### src/rtl/opb_counter_bank_pkg.sv
// Shared constants for the OPB counter bank: register word offsets, CTRL bit positions,
// and the snapshot sequence width.
package opb_counter_bank_pkg;

    localparam logic [7:0] REG_CTRL_W   = 8'd0;
    localparam logic [7:0] REG_STATUS_W = 8'd1;
    localparam logic [7:0] REG_SNAP0_W  = 8'd2;

    localparam int CTRL_SNAP    = 0;
    localparam int CTRL_CLR     = 1;
    localparam int CTRL_AUTOCLR = 2;

    localparam int SEQ_W = 16;

endpackage

### src/rtl/opb_counter_bank_if.sv
// OPB slave attachment signals. Vectors use [31:0], so OPB big-endian bit 0 is value bit 31
// and OPB_BE[3] (the lowest byte lane) is value bit 0.
interface opb_counter_bank_if;
    logic [31:0] OPB_ABus;
    logic [3:0]  OPB_BE;
    logic [31:0] OPB_DBus;
    logic        OPB_RNW;
    logic        OPB_select;
    logic        OPB_seqAddr;
    logic [31:0] Sl_DBus;
    logic        Sl_xferAck;
    logic        Sl_errAck;
    logic        Sl_retry;
    logic        Sl_toutSup;

    modport master (
        output OPB_ABus, OPB_BE, OPB_DBus, OPB_RNW, OPB_select, OPB_seqAddr,
        input  Sl_DBus, Sl_xferAck, Sl_errAck, Sl_retry, Sl_toutSup
    );

    modport slave (
        input  OPB_ABus, OPB_BE, OPB_DBus, OPB_RNW, OPB_select, OPB_seqAddr,
        output Sl_DBus, Sl_xferAck, Sl_errAck, Sl_retry, Sl_toutSup
    );
endinterface

### src/rtl/counter_channel.sv
// One event channel: live counter, snapshot shadow, and sticky overflow flag.
// The counter and flag update one cycle after an event. The channel never stalls.
module counter_channel #(
    parameter int W        = 32,
    parameter bit SATURATE = 1'b0
) (
    input  logic         clk,
    input  logic         rst_n,
    input  logic         event_i,
    input  logic         snap_i,
    input  logic         clr_i,
    input  logic         autoclr_i,
    output logic [W-1:0] shadow_o,
    output logic         ovf_o
);
    localparam logic [W-1:0] ONE = W'(1);

    logic [W-1:0] cnt_q, cnt_d, shadow_q, shadow_d;
    logic         ovf_q, ovf_d;
    logic         at_max;

    assign at_max = (cnt_q == '1);

    always_comb begin
        cnt_d    = cnt_q;
        ovf_d    = ovf_q;
        shadow_d = shadow_q;
        // The shadow always takes the value from before any clear or event in this cycle.
        if (snap_i) shadow_d = cnt_q;
        if (clr_i) begin
            cnt_d = '0;
            ovf_d = 1'b0;
        end else begin
            if (event_i && at_max) ovf_d = 1'b1;
            if (snap_i && autoclr_i)
                cnt_d = event_i ? ONE : '0;
            else if (event_i)
                cnt_d = at_max ? (SATURATE ? cnt_q : '0) : cnt_q + ONE;
        end
    end

    always_ff @(posedge clk or negedge rst_n) begin
        if (!rst_n) begin
            cnt_q    <= '0;
            shadow_q <= '0;
            ovf_q    <= 1'b0;
        end else begin
            cnt_q    <= cnt_d;
            shadow_q <= shadow_d;
            ovf_q    <= ovf_d;
        end
    end

    assign shadow_o = shadow_q;
    assign ovf_o    = ovf_q;
endmodule

### src/rtl/opb_counter_bank.sv
// OPB slave that exposes a bank of event counters with atomic snapshot, clear and auto-clear.
// The ack comes one cycle after select. Read data is registered. Writes commit in the ack cycle.
module opb_counter_bank
    import opb_counter_bank_pkg::*;
#(
    parameter logic [31:0] C_BASEADDR   = 32'h01040200,
    parameter logic [31:0] C_HIGHADDR   = 32'h010402FF,
    parameter int          C_OPB_AWIDTH = 32,
    parameter int          C_OPB_DWIDTH = 32,
    parameter int          C_NUM_CH     = 4,
    parameter int          C_CNT_WIDTH  = 32,
    parameter int          C_SATURATE   = 0
) (
    input  logic                OPB_Clk,
    input  logic                OPB_Rst_n,
    opb_counter_bank_if.slave   bus,
    input  logic [C_NUM_CH-1:0] user_event_in,
    input  logic                user_snap_in
);
    logic [C_OPB_AWIDTH-1:0] addr_v, off_v;
    logic [C_OPB_DWIDTH-1:0] wdat_v, rd_mux, rdata_q, rdata_d;
    logic [3:0]              be_v;
    logic [7:0]              word_off;
    logic                    hit, req, ctrl_wr, snap, clr;
    logic                    ack_q, ack_d, autoclr_q, autoclr_d;
    logic [SEQ_W-1:0]        seq_q, seq_d;
    logic [C_NUM_CH-1:0]     ovf;
    logic [C_CNT_WIDTH-1:0]  shadow [C_NUM_CH];
    logic                    unused_ok;

    assign addr_v   = bus.OPB_ABus;
    assign wdat_v   = bus.OPB_DBus;
    assign be_v     = bus.OPB_BE;
    assign hit      = (addr_v >= C_BASEADDR) && (addr_v <= C_HIGHADDR);
    assign off_v    = addr_v - C_BASEADDR;
    assign word_off = off_v[9:2];
    assign req      = bus.OPB_select & hit;

    // The master holds the address and data through the ack cycle, so the write is decoded there.
    assign ctrl_wr = ack_q & req & ~bus.OPB_RNW & (word_off == REG_CTRL_W) & be_v[0];
    assign snap    = user_snap_in | (ctrl_wr & wdat_v[CTRL_SNAP]);
    assign clr     = ctrl_wr & wdat_v[CTRL_CLR];

    assign ack_d     = req & ~ack_q;
    assign autoclr_d = ctrl_wr ? wdat_v[CTRL_AUTOCLR] : autoclr_q;
    assign seq_d     = snap ? seq_q + SEQ_W'(1) : seq_q;
    assign rdata_d   = (req & ~ack_q & bus.OPB_RNW) ? rd_mux : '0;

    always_comb begin
        rd_mux = '0;
        if (word_off == REG_CTRL_W) begin
            rd_mux[CTRL_AUTOCLR] = autoclr_q;
        end else if (word_off == REG_STATUS_W) begin
            rd_mux[31:16]        = seq_q;
            rd_mux[C_NUM_CH-1:0] = ovf;
        end else begin
            for (int i = 0; i < C_NUM_CH; i++)
                if (word_off == REG_SNAP0_W + 8'(i)) rd_mux[C_CNT_WIDTH-1:0] = shadow[i];
        end
    end

    always_ff @(posedge OPB_Clk or negedge OPB_Rst_n) begin
        if (!OPB_Rst_n) begin
            ack_q     <= 1'b0;
            rdata_q   <= '0;
            autoclr_q <= 1'b0;
            seq_q     <= '0;
        end else begin
            ack_q     <= ack_d;
            rdata_q   <= rdata_d;
            autoclr_q <= autoclr_d;
            seq_q     <= seq_d;
        end
    end

    for (genvar g = 0; g < C_NUM_CH; g++) begin : g_ch
        counter_channel #(
            .W        (C_CNT_WIDTH),
            .SATURATE (C_SATURATE != 0)
        ) u_ch (
            .clk       (OPB_Clk),
            .rst_n     (OPB_Rst_n),
            .event_i   (user_event_in[g]),
            .snap_i    (snap),
            .clr_i     (clr),
            .autoclr_i (autoclr_q),
            .shadow_o  (shadow[g]),
            .ovf_o     (ovf[g])
        );
    end

    assign bus.Sl_DBus    = rdata_q;
    assign bus.Sl_xferAck = ack_q;
    assign bus.Sl_errAck  = 1'b0;
    assign bus.Sl_retry   = 1'b0;
    assign bus.Sl_toutSup = 1'b0;

    assign unused_ok = ^{bus.OPB_seqAddr, off_v[C_OPB_AWIDTH-1:10], off_v[1:0],
                         wdat_v[C_OPB_DWIDTH-1:3], be_v[3:1]};
endmodule
### src/flat_wrapper.sv
// flat-port wrapper written by rule: the top's interface ports become plain ports
module opb_counter_bank_flat import opb_counter_bank_pkg::*;
#(
    parameter logic [31:0] C_BASEADDR   = 32'h01040200,
    parameter logic [31:0] C_HIGHADDR   = 32'h010402FF,
    parameter int          C_OPB_AWIDTH = 32,
    parameter int          C_OPB_DWIDTH = 32,
    parameter int          C_NUM_CH     = 4,
    parameter int          C_CNT_WIDTH  = 32,
    parameter int          C_SATURATE   = 0
)
  (OPB_Clk, OPB_Rst_n, user_event_in, user_snap_in, bus_OPB_ABus, bus_OPB_BE, bus_OPB_DBus, bus_OPB_RNW, bus_OPB_select, bus_OPB_seqAddr, bus_Sl_DBus, bus_Sl_xferAck, bus_Sl_errAck, bus_Sl_retry, bus_Sl_toutSup);
  opb_counter_bank_if bus_i ();
  input  logic OPB_Clk;
  input  logic OPB_Rst_n;
  input  logic [C_NUM_CH-1:0] user_event_in;
  input  logic user_snap_in;
  input wire logic [$bits(bus_i.OPB_ABus)-1:0] bus_OPB_ABus;
  input wire logic [$bits(bus_i.OPB_BE)-1:0] bus_OPB_BE;
  input wire logic [$bits(bus_i.OPB_DBus)-1:0] bus_OPB_DBus;
  input wire logic [$bits(bus_i.OPB_RNW)-1:0] bus_OPB_RNW;
  input wire logic [$bits(bus_i.OPB_select)-1:0] bus_OPB_select;
  input wire logic [$bits(bus_i.OPB_seqAddr)-1:0] bus_OPB_seqAddr;
  output wire logic [$bits(bus_i.Sl_DBus)-1:0] bus_Sl_DBus;
  output wire logic [$bits(bus_i.Sl_xferAck)-1:0] bus_Sl_xferAck;
  output wire logic [$bits(bus_i.Sl_errAck)-1:0] bus_Sl_errAck;
  output wire logic [$bits(bus_i.Sl_retry)-1:0] bus_Sl_retry;
  output wire logic [$bits(bus_i.Sl_toutSup)-1:0] bus_Sl_toutSup;
  assign bus_i.OPB_ABus = bus_OPB_ABus;
  assign bus_i.OPB_BE = bus_OPB_BE;
  assign bus_i.OPB_DBus = bus_OPB_DBus;
  assign bus_i.OPB_RNW = bus_OPB_RNW;
  assign bus_i.OPB_select = bus_OPB_select;
  assign bus_i.OPB_seqAddr = bus_OPB_seqAddr;
  assign bus_Sl_DBus = bus_i.Sl_DBus;
  assign bus_Sl_xferAck = bus_i.Sl_xferAck;
  assign bus_Sl_errAck = bus_i.Sl_errAck;
  assign bus_Sl_retry = bus_i.Sl_retry;
  assign bus_Sl_toutSup = bus_i.Sl_toutSup;
  opb_counter_bank #(.C_BASEADDR(C_BASEADDR), .C_HIGHADDR(C_HIGHADDR), .C_OPB_AWIDTH(C_OPB_AWIDTH), .C_OPB_DWIDTH(C_OPB_DWIDTH), .C_NUM_CH(C_NUM_CH), .C_CNT_WIDTH(C_CNT_WIDTH), .C_SATURATE(C_SATURATE)) u_core (.OPB_Clk(OPB_Clk), .OPB_Rst_n(OPB_Rst_n), .bus(bus_i), .user_event_in(user_event_in), .user_snap_in(user_snap_in));
endmodule
### config.mk
export PLATFORM = sky130hd
export DESIGN_NAME = opb_counter_bank_flat
export DESIGN_NICKNAME = d
export VERILOG_FILES = /design/src/rtl/opb_counter_bank_pkg.sv /design/src/rtl/opb_counter_bank_if.sv /design/src/rtl/counter_channel.sv /design/src/rtl/opb_counter_bank.sv /design/src/flat_wrapper.sv
export SDC_FILE = /design/constraint.sdc
export NUM_CORES = 1
export LEC_CHECK = 0
export CORE_ASPECT_RATIO = 0.5
export CORE_MARGIN = 3
export CORE_UTILIZATION = 45
export DETAILED_ROUTE_END_ITERATION = 6
export PLACE_DENSITY = 0.75
export SLEW_MARGIN = 10
export SYNTH_ARGS = -nofsm -noshare
export SYNTH_HDL_FRONTEND = slang
export SYNTH_SLANG_ARGS = --single-unit
### constraint.sdc
create_clock -name OPB_Clk -period 5.6 [get_ports OPB_Clk]
set_input_delay 0.84 -clock OPB_Clk [delete_from_list [all_inputs] [get_ports OPB_Clk]]
set_output_delay 0.84 -clock OPB_Clk [all_outputs]
set_load 0.01 [all_outputs]
== After elaboration in Yosys (flattened, before gate mapping) ==
Index checks and enable logic that the tools add are counted.

* Logic and storage cells: 99
* Flip-flop bits (word level): 310

* Reduce and logical (&&, ||, !) cells: 15
* Muxes and demuxes: 39
* Equality and inequality tests: 9
* Order comparisons: 2
* Bitwise logic cells: 12
* $add $sub $neg: 6

{| class="wikitable"
|+ Operators with widths
! kind !! count
|-
| two-way mux 32 bit || 21
|-
| adder 32 x 1 -> 32 bit (second input constant) || 4
|-
| == test 32 bit (second input constant) || 4
|-
| >= comparator 32 x 25 -> 1 bit (second input constant) || 1
|-
| <= comparator 32 x 25 -> 1 bit (second input constant) || 1
|-
| two-way mux 29 bit || 1
|-
| adder 16 x 1 -> 16 bit (second input constant) || 1
|-
| == test 8 x 2 -> 1 bit (second input constant) || 2
|-
| == test 8 x 3 -> 1 bit (second input constant) || 2
|-
| two-way mux 16 bit || 1
|-
| two-way mux 1 bit || 13
|-
| two-way mux 12 bit || 1
|-
| nonzero test 3 bit || 4
|-
| subtractor 10 bit (second input constant) || 1
|-
| AND 1 bit || 9
|-
| == test 8 x 1 -> 1 bit (second input constant) || 1
|-
| zero test 8 bit || 1
|-
| nonzero test 2 bit || 4
|-
| logical AND 1 bit || 6
|-
| two-way mux 4 bit || 1
|-
| two-way mux 2 bit || 1
|-
| inverter 1 bit || 2
|-
| bitwise OR 1 bit || 1
|}

== Longest topological paths before layout ==
Gate-level depths: netlist of run 1.

* Word-level depth: 12
* Mapped depth: 9

== Hierarchy ==
Synthesis of run 1 repeated with hierarchy kept, for this count alone.

* Cells, all modules: 1424
* Area, all modules: 15661.3 sq um

{| class="wikitable"
|+ Modules (own cells, without submodules)
! module !! times used !! cells an instance !! area each (sq um)
|-
| counter_channel (u_core.g_ch[0].u_ch ...) || 3 || 279 || 3118.0
|-
| opb_counter_bank || 1 || 316 || 3221.8
|-
| counter_channel (u_core.g_ch[2].u_ch) || 1 || 271 || 3085.5
|}

== Worst setup path before layout of run 1 ==
Ideal clock, no wire load.

* Path type: input port to flip-flop
* From: in bus_OPB_ABus[8]
* To: reg u_core.g_ch[0].u_ch.shadow_q[10]
* Slack: 2.319 ns
* Data required time: 5.472 ns
* Stages: 7
* Buffers on the path: 2
* Arrival: 3.153 ns
* Path through: or4b_1 -> or3_4 -> a2111oi_4 -> a31oi_2 -> buf_2 -> buf_2 -> mux2_1

* Cells in the longest elaborated chain, start to end: 9

{| class="wikitable"
|+ RTL lines
! item !! line !! source
|-
| start, declared || flat_wrapper.sv:18 || <nowiki>input wire logic [$bits(bus_i.OPB_ABus)-1:0] bus_OPB_ABus;</nowiki>
|-
| >= comparator 32 x 25 -> 1 bit / <= comparator 32 x 25 -> 1 bit (equally long branches) || opb_counter_bank.sv:34 || <nowiki>assign hit = (addr_v >= C_BASEADDR) && (addr_v <= C_HIGHADDR);</nowiki>
|-
| logical AND 1 bit || opb_counter_bank.sv:34 ||
|-
| AND 1 bit || opb_counter_bank.sv:37 || <nowiki>assign req = bus.OPB_select & hit;</nowiki>
|-
| AND 1 bit (2 in a row) || opb_counter_bank.sv:40 || <nowiki>assign ctrl_wr = ack_q & req & ~bus.OPB_RNW & (word_off == REG_CTRL_W) & be_v[0];</nowiki>
|-
| AND 1 bit * (2 in a row) || opb_counter_bank.sv:40 ||
|-
| AND 1 bit * || opb_counter_bank.sv:41 || <nowiki>assign snap = user_snap_in | (ctrl_wr & wdat_v[CTRL_SNAP]);</nowiki>
|-
| bitwise OR 1 bit * || opb_counter_bank.sv:41 ||
|-
| end signal, assigned || counter_channel.sv:49 || <nowiki>shadow_q <= shadow_d;</nowiki>
|-
| end, declared || counter_channel.sv:18 || <nowiki>logic [W-1:0] cnt_q, cnt_d, shadow_q, shadow_d;</nowiki>
|}

Mark *: on every way between the ends. The rest lies on a longest branch, timed or not.
A chain may end at the register's enable or synchronous reset.

== Final worst setup path of run 1 ==
* From: in bus_OPB_ABus[2]
* To: reg u_core.g_ch[1].u_ch.shadow_q[15]

* Cells in the longest elaborated chain, start to end: 9

{| class="wikitable"
|+ RTL lines
! item !! line
|-
| >= comparator 32 x 25 -> 1 bit / <= comparator 32 x 25 -> 1 bit (equally long branches) || opb_counter_bank.sv:34
|-
| logical AND 1 bit || opb_counter_bank.sv:34
|-
| AND 1 bit || opb_counter_bank.sv:37
|-
| AND 1 bit (2 in a row) || opb_counter_bank.sv:40
|-
| AND 1 bit * (2 in a row) || opb_counter_bank.sv:40
|-
| AND 1 bit * || opb_counter_bank.sv:41
|-
| bitwise OR 1 bit * || opb_counter_bank.sv:41
|-
| end signal, assigned || counter_channel.sv:49
|-
| end, declared || counter_channel.sv:18
|}

Marks and branches as above.

==> flow_summary.ini, run 1 <==
[outcome]
status = finished clean

[yosys]
seq_area_frac_synth = 0.544
synth_edf_count = 0
syn_area_um2 = 14300
yosys_warnings = 0
syn_avg_cell_area_um2 = 10.7
synth_area_leaders = dfrtp_1 (54%), mux2_2 (8.1%), nor2_1 (5.1%)
synth_largest_area_cell = dfrtp_1
synth_top_area_share = 0.544
synthCells = 1327
synth_top_flop_cell = dfrtp_1
ys_types = 58
ys_seq_elements = 310
async_flop_share = 1.00

[layout]
area_growth_pct = 15.6
antenna_cells = 0
fin_util = 0.536
final_nets = 1473
post-route-cell-area_um2 = 16500
drive_gt1_frac = 0.129

[critical_path]
critPathMaxStageDelay_ps = 880
crit_fanout = 80
path_class = input port to flip-flop
cp_slowest_cell = clkdlybuf4s50_1
critical-path-top-delay-family = buffers and inverters
path_buf_inv = 2
worstPathRequired_ps = 6060
path_cells = clkdlybuf4s50_1 -> nand4_1 -> or3_4 -> a2111oi_4 -> a31oi_4 -> buf_4 -> mux2_1
cp-end-kind = flip-flop
start_kind = input port
crit_arrival_ps = 4390

[placement]
gp_congestion = 0.900
placed_cell_area_um2 = 15500
dpl.hpwl_mm = 25.9
port_buffers = 77
dpl_worst_slack_ps = 1150

[floorplan]
die_h_um = 132
die_x_um = 258
rows = 45
die_area_um2 = 34000
core-area_um2 = 30700
initial_core_util = 0.464
ios = 114

[sta]
period_share = 0.702
slew_viol_final = 0
setup_viol = 0
holdWs_ps = 216
fin_ws_ps = 1670
finalHoldViolations = 0
tightest_slew_ps = 1280
slew_headroom = 0.148
grt_setup_unrepaired = false
fmax_ghz = 0.254
tns_ps = 0
finClkSkew_ps = 14.4
period_needed_ps = 3930

[drt]
drc = 0
vias_per_cell = 5.88
routed_wirelength_mm = 37.1
postRouteAntennaNets = 0
first_iter_violations = 1190
drtPass1Iterations = 6
vias = 10800
wl_per_cell_um = 20.2

[grt]
grt_pass1_wl_mm = 59.1
grt_max_degree = 173
antenna_found_initial = 0
grt_pass1_vias = 10600
gr-total-overflow = 0
met2_usage = 0.339
grt.busiest_layer = met2
grt_util_met1 = 0.308
grtUsageMet3 = 0.0428
grt_use_total = 0.217

[clock_network]
cts_hold_buf = 0
cts_resized = 0
postCtsSetupBuffers = 0
cts_buffers = 30
root_buffer = clkbuf_16
htree_levels = 1
cts.clk_slew.worst_paths_ps = 60
clock_latency_ps = 580
cts_tree = done
cts_buffer_depth = 3
cts.sinks = 310

[power]
p_leak_nw = 7.18
powerDensity_nw_per_um2 = 323
irDropWorstVdd_mv = 0.256

[hold_path]
min_path_type = input port to async pin

[job]
drv_cap = 0
path summary, 6_finish.rpt:
check / start / to / slack [ps] / cells past startpoint
worst max-delay path: bus_OPB_ABus[2] / u_core.g_ch[1].u_ch.shadow_o[15] / 1670 / 7
worst min-delay path: OPB_Rst_n / u_core.g_ch[1].u_ch.cnt_q[19] / 220 / 1
worst max register to register: u_core.g_ch[0].u_ch.cnt_q[2] / u_core.g_ch[0].u_ch.cnt_q[29] / 2270 / 6
worst min register to register: u_core.g_ch[0].u_ch.shadow_o[22] / u_core.g_ch[0].u_ch.shadow_o[22] / 490 / 2
max in group asynchronous: OPB_Rst_n / u_core.g_ch[2].u_ch.cnt_q[16] / 3970 / 2
min in group OPB_Clk: u_core.g_ch[0].u_ch.shadow_o[22] / u_core.g_ch[0].u_ch.shadow_o[22] / 490 / 2
flip-flops by register name (all words and copies together), names as in the netlist:
| register | count |
|---|---|
| u_core.autoclr_q | 1 |
| u_core.bus.Sl_DBus | 32 |
| u_core.bus.Sl_xferAck | 1 |
| u_core.g_ch.u_ch.cnt_q | 128 |
| u_core.g_ch.u_ch.ovf_o | 4 |
| u_core.g_ch.u_ch.shadow_o | 128 |
| u_core.seq_q | 16 |
cells in the mapped netlist (4+ instances only):
cell type and number:
dfrtp_1 310, nor2_1 193, mux2_2 102, nand2_1 83, xor2_1 61, xnor2_1 55, nor3_1 54, a21oi_1 51
nand3_1 45, clkbuf_1 42, nand4_1 40, a22oi_1 29, and3_1 29, mux2_1 27, o21ai_0 26, nor4_1 20
a221oi_1 19, inv_1 17, buf_2 13, or3_1 10, and2_1 9, and4_1 9, nand4b_1 7, buf_1 5
ha_1 5, nand2b_1 5, nand3b_1 5, nor3b_1 5, a31oi_1 4, mux2i_1 4, o211ai_1 4, or2_2 4
final cells by class:
cell class              count  area (um2)
repair buffers             92         901
inverters                  17        63.8
well taps                 423         529
fillers                  2583       14300
flip-flops and latches    310        7760
clock inverters            18         223
clock buffers              37         807
multi-input cells         939        6200
placed cells by master, fill, tap and decap left out, drive strengths merged, types with 2 or more instances in the layout:
master	count
bufinv	4
xnor2	55
and2	9
dfrtp	310
a22oi	29
ha	5
a31oi	5
nand3b	5
nor3	54
mux2i	4
nand3	45
o21ai	29
and4	9
nor2	193
a21oi	51
clkbuf	37
nor4	20
and3	29
nand2b	5
nand2	83
inv	17
or2	4
o211ai	4
mux2	129
o311ai	2
conb	3
nand4b	7
nor4b	3
a21o	2
nor3b	6
buf	16
clkinv	13
a211oi	3
xor2	61
or3	11
a221oi	19
clkdlybuf4s50	76
nand4	40
kinds of logic after synthesis:
logic type,count (synthesis),synth area share
AND/OR/NAND/NOR,526,0.179
flip-flops,310,0.544
adder cells (fa/ha/maj),5,0.00439
XOR/XNOR,116,0.0712
multiplexers,133,0.105
other,1,0.000263
AO/OA/AOI/OAI,156,0.0733
buffers and inverters,80,0.0230
metal layers:
layer | up-vias | share of wire
met1 | 5473 | 0.43
met4 | 0 | 0.030
li1 | 4828 | -
met2 | 413 | 0.46
met5 | - | 0
met3 | 73 | 0.083
where the power goes:
| part | internal, mW | leakage, nW | switching, mW |
|---|---|---|---|
| Combinational | 0.249 | 2.59 | 0.268 |
| Sequential | 2.46 | 4.08 | 0.242 |
| Clock | 1.21 | 0.510 | 0.894 |
stage by stage:
| stage | cells | power (mW) |
|---|---|---|
| 6_report | 1836 | 5.33 |
| 3_5_place_dp | 1781 | 3.24 |
| 4_1_cts | 1836 | 5.34 |
| 3_3_place_gp | 1781 | 3.20 |
| 2_1_floorplan | 1329 | 3.00 |
| 5_1_grt | 1836 | 5.53 |
(Power assumes the default switching activity.)
==> run 2: changes to the inputs <==
==> constraint.sdc (replaced) <==
create_clock -name OPB_Clk -period 3.95 [get_ports OPB_Clk]
set_input_delay 0.5925 -clock OPB_Clk [delete_from_list [all_inputs] [get_ports OPB_Clk]]
set_output_delay 0.5925 -clock OPB_Clk [all_outputs]
set_load 0.01 [all_outputs]
==> flow_summary.ini, run 2 (synthesis gave the netlist of run 1 again) <==
[hold_path]
min_path_type = input port to async pin

[sta]
holdWs_ps = 98.6
setup_viol = 0
tightest_slew_ps = 1160
tns_ps = 0
fin_ws_ps = 664
finClkSkew_ps = 17.4
grt_setup_unrepaired = false
finalHoldViolations = 0
period_needed_ps = 3290
slew_headroom = 0.224
slew_viol_final = 0
period_share = 0.832
fmax_ghz = 0.304

[placement]
dpl.hpwl_mm = 27.1
dpl_worst_slack_ps = 129
placed_cell_area_um2 = 15700
port_buffers = 77
gp_congestion = 0.885

[power]
switching_power_mw = 1.93
switching_share = 0.264
p_leak_nw = 7.26
p_total_mw = 7.30
irDropWorstVdd_mv = 0.352
pwr-share-seq = 0.525
powerDensity_nw_per_um2 = 440
power_frac_comb = 0.101
p_int_mw = 5.38
power.share.clock = 0.374

[clock_network]
cts_buffer_depth = 3
cts_resized = 0
root_buffer = clkbuf_16
cts_tree = done
cts.sinks = 310
cts_hold_buf = 0
postCtsSetupBuffers = 0
clock_latency_ps = 560
htree_levels = 1
cts.clk_slew.worst_paths_ps = 60
cts_buffers = 29

[grt]
grt_pass1_vias = 10900
grt_pass1_wl_mm = 60.7
antenna_found_initial = 0
gr-total-overflow = 0
grt_use_total = 0.222
grt_max_degree = 119

[drt]
wl_per_cell_um = 20.3
first_iter_violations = 977
vias_per_cell = 5.84
routed_wirelength_mm = 37.7
postRouteAntennaNets = 0
vias = 10800
drc = 0
drtPass1Iterations = 5

[layout]
drive_gt1_frac = 0.139
mostFrequentLayoutCells = dfrtp_1 (310), nor2_1 (193), mux2_2 (102), nand2_1 (83), clkdlybuf4s50_1 (76)
final_nets = 1495
antenna_cells = 0
area_growth_pct = 16.5
fill_cells = 2637
layout_commonest_cell = dfrtp_1
post-route-cell-area_um2 = 16600

[job]
drv_cap = 0

[outcome]
status = finished clean

[critical_path]
crit_fanout = 12
cp_slowest_cell = or4b_1
cp-end-kind = flip-flop
critPathMaxStageDelay_ps = 530
path_cells = clkdlybuf4s50_1 -> or4b_1 -> or3_4 -> a2111o_1 -> nor2_1 -> o311ai_2 -> nand2b_1 -> a21oi_1
rrSetupSlack_ps = 940
crit_arrival_ps = 3750
path_class = input port to flip-flop
worstPathRequired_ps = 4420
start_kind = input port

[floorplan]
ios = 114
rows = 45
die_h_um = 132
die_x_um = 258
core-area_um2 = 30700
die_area_um2 = 34000
initial_core_util = 0.464
-- run 2: final timing paths --
check	from	cells past startpoint	to
setup / recovery	bus_OPB_ABus[8]	8	u_core.bus.Sl_DBus[4]
hold / removal	OPB_Rst_n	1	u_core.g_ch[1].u_ch.shadow_o[24]
setup reg to reg	u_core.g_ch[2].u_ch.cnt_q[5]	8	u_core.g_ch[2].u_ch.cnt_q[18]
hold reg to reg	u_core.g_ch[2].u_ch.shadow_o[31]	2	u_core.g_ch[2].u_ch.shadow_o[31]
max in group asynchronous	OPB_Rst_n	2	u_core.g_ch[3].u_ch.shadow_o[6]
min in group OPB_Clk	u_core.g_ch[2].u_ch.shadow_o[31]	2	u_core.g_ch[2].u_ch.shadow_o[31]
-- run 2: through the flow --
step | instances | utilization
5_1_grt | 1858 | 0.540
3_3_place_gp | 1804 | 0.510
4_1_cts | 1858 | 0.540
6_report | 1858 | 0.540
3_5_place_dp | 1804 | 0.510
2_1_floorplan | 1329 | -
-- run 2: power groups by stage --
stage	Clock [mW]	Sequential, mW	Combinational [mW]
final	2.73	3.84	0.737
after global routing	2.90	3.88	0.821
after CTS	2.77	3.82	0.742
after detailed placement	0	3.88	0.733
after global placement	0	3.85	0.691
after floorplan	0	3.75	0.502
-- run 2: routing by layer --
| layer | track usage | share of wire |
|---|---|---|
| met2 | 0.347 | 0.46 |
| met3 | 0.0457 | 0.081 |
| met5 | 0 | 0 |
| met1 | 0.313 | 0.43 |
| met4 | 0.0653 | 0.029 |
-- run 2: area by class of cell --
| type | instances | area [um2] | share of cell area |
|---|---|---|---|
| Tap cell | 423 | 529 | 0.0319 |
| Clock buffer | 46 | 880 | 0.0530 |
| Inverter | 17 | 63.8 | 0.00384 |
| Multi-Input combinational cell | 939 | 6200 | 0.374 |
| Timing Repair Buffer | 115 | 1120 | 0.0676 |
| Sequential cell | 310 | 7760 | 0.467 |
| Clock inverter | 8 | 51.3 | 0.00309 |
-- run 2: critical path: cells and delay by family --
family                 cells  cell delay [ps]
AND/OR/NAND/NOR            4             1630
AO/OA/AOI/OAI              3             1080
buffers and inverters      1              440
==> run 3: changes to the inputs <==
==> constraint.sdc (replaced) <==
create_clock -name OPB_Clk -period 3.1 [get_ports OPB_Clk]
set_input_delay 0.465 -clock OPB_Clk [delete_from_list [all_inputs] [get_ports OPB_Clk]]
set_output_delay 0.465 -clock OPB_Clk [all_outputs]
set_load 0.01 [all_outputs]
==> flow_summary.ini, run 3 (synthesis gave the netlist of run 1 again) <==
[drt]
vias_per_cell = 5.86
postRouteAntennaNets = 0
first_iter_violations = 1079
routed_wirelength_mm = 37.9
drc = 0
vias = 11200
wl_per_cell_um = 19.9
drtPass1Iterations = 6

[sta]
period_share = 0.949
fin_ws_ps = 159
setup_viol = 0
fmax_ghz = 0.340
tightest_slew_ps = 807
finClkSkew_ps = 13.8
tns_ps = 0
period_needed_ps = 2940
slew_headroom = 0.462
grt_setup_unrepaired = false
slew_viol_final = 0
holdWs_ps = 476
finalHoldViolations = 0

[grt]
gr-total-overflow = 0
antenna_found_initial = 0
grt_pass1_vias = 11000
grt_pass1_wl_mm = 61.5
grt_use_total = 0.225
grt_max_degree = 97

[floorplan]
die_area_um2 = 34000
die_h_um = 132
ios = 114
die_x_um = 258
initial_core_util = 0.464
rows = 45
core-area_um2 = 30700

[layout]
drive_gt1_frac = 0.167
fill_cells = 2541
final_nets = 1543
area_growth_pct = 20.0
layout_commonest_cell = dfrtp_1
mostFrequentLayoutCells = dfrtp_1 (310), nor2_1 (193), mux2_2 (102), nand2_1 (83), clkdlybuf4s50_1 (76)
post-route-cell-area_um2 = 17100
fin_cells = 1905
antenna_cells = 0
fin_util = 0.557

[critical_path]
crit_arrival_ps = 3430
cp_slowest_cell = or4b_1
critPathMaxStageDelay_ps = 520
path_cells = clkdlybuf4s50_1 -> or4b_1 -> or3_4 -> a2111o_1 -> o31ai_1 -> buf_4 -> nand4_1 -> or3_1 -> a21oi_1
crit_fanout = 4
r2r_start = u_core.g_ch[2].u_ch.cnt_q[4]
path_class = input port to flip-flop
worstPathRequired_ps = 3590
start_kind = input port
timing.rr.end = u_core.g_ch[2].u_ch.cnt_q[6]
cp-end-kind = flip-flop
reg2regPathDepth = 10
rrSetupSlack_ps = 620

[outcome]
status = finished clean

[clock_network]
htree_levels = 1
cts.clk_slew.worst_paths_ps = 70
root_buffer = clkbuf_16
cts_resized = 0
cts.sinks = 310
cts_buffer_depth = 3
postCtsSetupBuffers = 0
clock_latency_ps = 560
cts_buffers = 29
cts_tree = done

[hold_path]
min_path_type = input port to async pin

[placement]
placed_cell_area_um2 = 16100
dpl_worst_slack_ps = -405
gp_congestion = 0.911
port_buffers = 77
placed_cells = 1851
dpl.hpwl_mm = 28.0

[job]
drv_cap = 0

[power]
p_leak_nw = 7.54
irDropWorstVdd_mv = 0.386
powerDensity_nw_per_um2 = 555
p_total_mw = 9.50
[run 3: cell count changes in the layout (fill, tap and decap cells not counted), sizes merged]
cell	change
inv	-1
bufinv	+2
clkinvlp	+2
clkbuf	-4
dlygate4sd3	+1
buf	+47
[run 3: report_power, final]
part           switching (mW)  total [mW]  internal, mW
registers               0.449        4.90          4.45
logic                   0.486       0.980         0.493
clock network            1.56        3.62          2.06
total                    2.50        9.50          7.00
[run 3: how the worst max path moves through the flow]
| stage | startpoint | end | slack [ps] | cells after the start |
|---|---|---|---|---|
| after floorplan | bus_OPB_ABus[8] | u_core.g_ch[0].u_ch.shadow_o[10] | 190 | 7 |
| after global placement | bus_OPB_ABus[8] | u_core.g_ch[0].u_ch.cnt_q[29] | -340 | 9 |
| after detailed placement | bus_OPB_ABus[8] | u_core.g_ch[0].u_ch.cnt_q[29] | -400 | 9 |
| after CTS | bus_OPB_ABus[8] | u_core.g_ch[0].u_ch.cnt_q[29] | 170 | 9 |
| after global routing | bus_OPB_ABus[8] | u_core.g_ch[0].u_ch.cnt_q[29] | 50 | 9 |
| final | bus_OPB_ABus[8] | u_core.g_ch[0].u_ch.cnt_q[29] | 160 | 9 |
[run 3: timing repair]
item / 4_1_cts / 5_1_grt
endpoints found under the hold margin: 55 / 0
endpoints found under the setup margin: 0 / 0
hold buffers: 1 / 0
[run 3: critical path: cells and delay by family]
kind,cells,cell delay (ps)
AOI/OAI and AO/OA,3,960
buffers and inverters,2,610
and+or+nand+nor,4,1380
[run 3: per-layer routing]
metal  vias to the layer above  routed length (um)  GRT usage
li1                       4959                   -          -
met1                      5699               17000      0.333
met2                       436               17200      0.354
met3                        63                2880     0.0361
met4                         0                 755     0.0431
met5                         -                   0          0
[run 3: layout make-up]
cell class	instances	area, um2	share of cell area
multi-input combinational	939	6200	0.363
timing repair buffer	163	1600	0.0934
inverter	17	63.8	0.00373
tap	423	529	0.0309
sequential	310	7760	0.453
clock inverter	11	118	0.00687
clock buffer	42	845	0.0493
